===== src/rtl/cpu_trace_capture.sv =====
// cpu_trace_capture: per-cycle commit trace FIFO with cycle/instruction counters,
// halt detection, watchdog timeout and drop accounting.
module cpu_trace_capture #(
  parameter int DATA_W     = 16,
  parameter int REG_AW     = 4,
  parameter int ADDR_W     = 16,
  parameter int DEPTH      = 16,
  parameter int CNT_W      = 32,
  parameter int WDOG_LIMIT = 100000
) (
  input  logic              clk,
  input  logic              rst_n,
  input  logic              en,
  input  logic [ADDR_W-1:0] pc,
  input  logic              reg_write,
  input  logic [REG_AW-1:0] write_reg,
  input  logic [DATA_W-1:0] write_data,
  input  logic              mem_read,
  input  logic              mem_write,
  input  logic [ADDR_W-1:0] mem_addr,
  input  logic [DATA_W-1:0] mem_wdata,
  input  logic [DATA_W-1:0] mem_rdata,
  input  logic              hlt,
  output logic              ev_valid,
  input  logic              ev_ready,
  output logic [3:0]        ev_flags,
  output logic [ADDR_W-1:0] ev_pc,
  output logic [REG_AW-1:0] ev_reg,
  output logic [DATA_W-1:0] ev_rdata,
  output logic [ADDR_W-1:0] ev_maddr,
  output logic [DATA_W-1:0] ev_mdata,
  output logic [CNT_W-1:0]  ev_cycle,
  output logic [CNT_W-1:0]  cycle_count,
  output logic [CNT_W-1:0]  inst_count,
  output logic              halted,
  output logic              timeout,
  output logic              overflow,
  output logic [CNT_W-1:0]  drop_count
);
  localparam int PW = $clog2(DEPTH);
  typedef enum logic [1:0] {IDLE, RUN, HALTED, TIMEOUT} state_t;
  typedef struct packed {
    logic [3:0]        flags;
    logic [ADDR_W-1:0] pc;
    logic [REG_AW-1:0] rg;
    logic [DATA_W-1:0] rdata;
    logic [ADDR_W-1:0] maddr;
    logic [DATA_W-1:0] mdata;
    logic [CNT_W-1:0]  cyc;
  } entry_t;
  state_t state_q, state_d;
  entry_t mem_q [DEPTH];
  entry_t ent;
  logic [PW-1:0] wr_q, rd_q;
  logic [PW:0] cnt_q;
  logic [CNT_W-1:0] cycle_q, inst_q, drop_q;
  logic ovf_q, cap, push, pop, full, acc, drop;
  always_comb begin
    cap = state_q == RUN && en;
    ent = '{flags: {hlt, mem_write, mem_read & ~mem_write, reg_write}, pc: pc, rg: write_reg,
            rdata: write_data, maddr: mem_addr, mdata: mem_write ? mem_wdata : mem_rdata, cyc: cycle_q};
    push = cap && |ent.flags;
    pop = cnt_q != '0 && ev_ready;
    full = cnt_q == (PW+1)'(DEPTH);
    acc = push && (!full || pop);
    drop = push && full && !pop;
    state_d = state_q;
    if (state_q == IDLE && en) state_d = RUN;
    // Halt outranks the watchdog when both land on the same cycle.
    if (state_q == RUN)
      state_d = !en ? IDLE : hlt ? HALTED : (cycle_q + 1'b1 == CNT_W'(WDOG_LIMIT)) ? TIMEOUT : RUN;
  end
  always_ff @(posedge clk) begin
    if (!rst_n) begin
      state_q <= IDLE;
      wr_q    <= '0;
      rd_q    <= '0;
      cnt_q   <= '0;
      cycle_q <= '0;
      inst_q  <= '0;
      drop_q  <= '0;
      ovf_q   <= 1'b0;
      for (int i = 0; i < DEPTH; i++) mem_q[i] <= '0;
    end else begin
      state_q <= state_d;
      if (acc) begin
        mem_q[wr_q] <= ent;
        wr_q <= wr_q + 1'b1;
      end
      if (pop) rd_q <= rd_q + 1'b1;
      cnt_q <= cnt_q + {{PW{1'b0}}, acc} - {{PW{1'b0}}, pop};
      if (cap) cycle_q <= cycle_q + 1'b1;
      if (cap && (hlt | reg_write | mem_write)) inst_q <= inst_q + 1'b1;
      if (drop) ovf_q <= 1'b1;
      if (drop && ~&drop_q) drop_q <= drop_q + 1'b1;
    end
  end
  assign ev_valid    = cnt_q != '0;
  assign ev_flags    = mem_q[rd_q].flags;
  assign ev_pc       = mem_q[rd_q].pc;
  assign ev_reg      = mem_q[rd_q].rg;
  assign ev_rdata    = mem_q[rd_q].rdata;
  assign ev_maddr    = mem_q[rd_q].maddr;
  assign ev_mdata    = mem_q[rd_q].mdata;
  assign ev_cycle    = mem_q[rd_q].cyc;
  assign cycle_count = cycle_q;
  assign inst_count  = inst_q;
  assign halted      = state_q == HALTED;
  assign timeout     = state_q == TIMEOUT;
  assign overflow    = ovf_q;
  assign drop_count  = drop_q;
endmodule


===== config.mk =====
export PLATFORM = sky130hd
export DESIGN_NAME = cpu_trace_capture
export DESIGN_NICKNAME = d
export VERILOG_FILES = /design/src/rtl/cpu_trace_capture.sv
export SDC_FILE = /design/constraint.sdc
export NUM_CORES = 2
export LEC_CHECK = 0
export BUFFER_PORTS_ARGS = -buffer_cell sky130_fd_sc_hd__buf_2
export CORE_MARGIN = 2
export CORE_UTILIZATION = 56
export DETAILED_ROUTE_END_ITERATION = 10
export GPL_TIMING_DRIVEN = 0
export PLACE_DENSITY_LB_ADDON = 0.2
export REMOVE_ABC_BUFFERS = 1
export SLEW_MARGIN = 10
export SYNTH_ARGS = -nofsm -noshare
export SYNTH_HDL_FRONTEND = slang
export SYNTH_SLANG_ARGS = --single-unit

===== constraint.sdc =====
create_clock -name clk -period 4.45 [get_ports clk]
set_input_delay 0.2225 -clock clk [delete_from_list [all_inputs] [get_ports clk]]
set_output_delay 0.2225 -clock clk [all_outputs]
set_load 0.01 [all_outputs]

==> impl_metrics.json <==
{
  "synth_top_flop_cell": "edfxtp_1",
  "startpoint": "cnt_q[2]",
  "finalHoldWorstSlack_ns": -0.0210,
  "ir_worst_vdd_mv": 0.334,
  "vias": 47300,
  "start_util": 0.564,
  "area.sequential_um2": 52300,
  "slew_headroom": 0.0901,
  "critPathTopFamily": "buffers and inverters",
  "worst-setup-path-type": "flop to flop",
  "worst_pin_slew_ns": 1.36,
  "clkPwrFrac": 0.358,
  "cts_sinks": 1780,
  "crit_required_ns": 4.92,
  "fillCellCount": 9823,
  "cp-start-kind": "flop",
  "crit_cells": 12,
  "slew_viol_final": 0,
  "sequentialPowerShare": 0.462,
  "clkSlewWorstSetupHoldPaths_ns": 0.06,
  "slowest_delay_ns": 0.65,
  "drt-total-wl_mm": 221,
  "final_area_um2": 92000,
  "fmax_mhz": 226,
  "synth.area.top_cells": "edfxtp_1, mux4_2, and2_1, and3_1, dfxtp_1",
  "grt_pass1_vias": 48300,
  "violations": "negative hold slack",
  "fin_crit_ns": 4.42,
  "drc": 0,
  "crit_slowest_cell": "and3_4",
  "cts-root-buf": "clkbuf_16",
  "antenna_left": 0,
  "fin_util": 0.650,
  "area_growth_pct": 15.2,
  "grt_max_degree": 86,
  "cap_viol_max_count": 0,
  "p_sw_frac": 0.248,
  "gr-usage-all-layers": 0.305,
  "grt_pass1_wl_mm": 325,
  "yosys.cell_count.top_type": "edfxtp_1",
  "rows": 138,
  "fp.dieW_um": 382,
  "worst-r2r-setup-slack_ns": 0.03,
  "synth-seq-cells": 1780,
  "end_kind": "flop",
  "ys_types": 59,
  "synth_edf_count": 1664,
  "dp_cells": 6930,
  "min_period_over_period": 0.994,
  "clock_skew_ns": 0.0327,
  "status": "finished with violations",
  "worstPathMaxFanout": 50,
  "dr.pass1.iters": 5,
  "timing.rr.end": "mem_q[4][61]",
  "rsz0062_at_grt": "true",
  "critPathCapture": "mem_q[4][61]",
  "multi_input_area_um2": 25800,
  "dp_hpwl_mm": 124,
  "core-area_um2": 142000,
  "synth_area_leader_cell": "edfxtp_1",
  "worstPathArrival_ns": 4.90,
  "p_comb_frac": 0.180,
  "synthArstFlopShare": 0,
  "worstPathCellList": "inv_1 > ha_1 > nor3b_1 > a221oi_2 > buf_2 > and3_4 > buf_16 > nand2_8 > nand2_8 > buf_16 > buf_16 > buf_16",
  "dpl_worst_slack_ns": -1.64,
  "fp.dieH_um": 382,
  "clkLatencyLatePin_ns": 0.82,
  "syn_inst": 5154,
  "finalNonFillerCells": 7360,
  "synth_seq_area_share": 0.655,
  "hold_violations": 53,
  "first_iter_violations": 6323,
  "vias_per_cell": 6.43,
  "io_pins": 296,
  "port_buffers": 295,
  "path_buf_inv": 6,
  "reg2reg_from": "cnt_q[2]",
  "yosys-top-cells-count": "edfxtp_1, and2_1, and3_1",
  "ys_warn_count": 0,
  "post_drt_wl_per_cell_um": 30.1,
  "ctsLongestPathBuffers": 3,
  "switchingPower_mw": 10.3,
  "cpMostUsedCell": "buf_16",
  "p_leak_nw": 34.9,
  "netlist_area_um2": 79900,
  "intPower_mw": 31.1,
  "synth.avg_cell_area_um2": 15.5,
  "cts_tree": "yes",
  "hold_path_class": "primary input to flop",
  "antenna_found_initial": 8,
  "htree_levels": 4,
  "dpl_cell_area_um2": 85100,
  "die_area_um2": 146000,
  "cts_buffers": 184,
  "layout.nets": 5428,
  "fin_setup_tns_ns": 0,
  "globalplace.congestion": 0.771,
  "yosysTopAreaCellShare": 0.626,
  "final-setup-viol-count": 0,
  "worstRegToRegCells": 12,
  "grt_overflow": 0,
  "drive_above_1_share": 0.240,
  "power.density_nw_per_um2": 449,
  "fin_ws_ns": 0.0253
}
## registers in the layout, summed over array words and instances, names as in the netlist, named ones only
register / count
cnt_q: 5
cycle_count: 32
state_q: 2
inst_count: 32
mem_q: 1664
drop_count: 32
wr_q: 4
overflow: 1
rd_q: 4
## metal layers
metal,up-vias,wire [µm],global-route usage
met2,2811,107000,0.489
met1,24200,84200,0.424
met4,2,6970,0.0962
met3,439,23400,0.0644
met5,-,13,0
li1,19800,-,-
## worst min-delay path: cells and delay by family
kind / cells / cell delay (ns)
mux: 1 / 0.20
simple gates: 1 / 0.14
buf+inv: 1 / 0.08
## repair_timing
| item | in CTS | in global routing |
|---|---|---|
| gates cloned | 7 | 2 |
| setup endpoints to repair | 1649 | 339 |
| hold buffers | 75 | 5 |
| setup buffers | 5 | 1 |
| gates resized for setup | 25 | 3 |
| pin swaps | 4 | 5 |
| hold endpoints to repair | 982 | 8 |
## logic make-up (layout without fill, tap and decap cells)
kind of cell    count (synthesis)  after routing  share of synthesized area
compound gates                 64             64                    0.00536
fa+ha+maj                      16             16                    0.00260
xor+xnor                       95             95                     0.0104
flops                        1780           1780                      0.655
buf+inv                       592            901                     0.0294
mux                           538            538                      0.149
simple gates                 2069           2072                      0.149
other cells                     0              4                          0
## layout make-up
class / count / share of cell area
Antenna cell: 4 / 0.000109
Tap cell: 1890 / 0.0257
Timing Repair Buffer: 550 / 0.0634
Multi-Input combinational cell: 2785 / 0.280
Inverter: 19 / 0.000775
Sequential cell: 1780 / 0.568
Clock inverter: 72 / 0.00678
Clock buffer: 260 / 0.0549
## stage by stage
stage	hold slack, ns	power [mW]
global route	0.000420	42.6
global placement	0.457	24.6
finish	-0.0210	41.4
detailed placement	0.450	26.6
floorplan	0.332	24.1
CTS	0.00407	41.5
## cells in the final DEF, fill, tap and decap left out, types with 7 or more instances in the layout
master / instances
edfxtp_1: 1664
and2_1: 751
and3_1: 680
mux4_2: 520
nor2_1: 356
buf_2: 295
clkbuf_16: 190
dfxtp_1: 112
dlygate4sd3_1: 80
buf_16: 76
clkbuf_1: 65
xnor2_1: 55
nand2_1: 51
buf_12: 41
xor2_1: 40
nand3_1: 39
buf_4: 36
clkinv_1: 29
nand4_1: 28
nor3_1: 24
clkinv_2: 22
or3_1: 21
o21ai_0: 20
nor4_1: 18
a21boi_0: 17
mux2i_2: 16
inv_1: 15
ha_1: 15
buf_6: 15
nand2_4: 14
nand2_8: 13
nor2b_1: 12
and4_1: 10
or4_1: 9
bufinv_16: 9
inv_6: 7
## power by group through the flow
stage / Clock [mW] / Sequential [mW] / Combinational (mW)
5_1_grt: 15.6 / 19.2 / 7.86
2_1_floorplan: 0 / 19.9 / 4.20
3_5_place_dp: 0 / 19.5 / 7.10
6_report: 14.8 / 19.1 / 7.44
3_3_place_gp: 0 / 20.1 / 4.53
4_1_cts: 14.9 / 19.1 / 7.48
## worst min-delay path by stage
stage / slack (ns) / to / depth (start not counted) / startpoint
after floorplan: 0.33 / state_q[1] / 2 / rst_n
after global routing: 0.0004 / mem_q[13][35] / 3 / mem_rdata[3]
after global placement: 0.46 / overflow / 2 / overflow
final: -0.02 / mem_q[0][33] / 3 / mem_wdata[1]
after detailed placement: 0.45 / overflow / 2 / overflow
after CTS: 0.004 / mem_q[4][43] / 3 / mem_rdata[11]
Note: power is estimated with default switching activity, not from simulation.
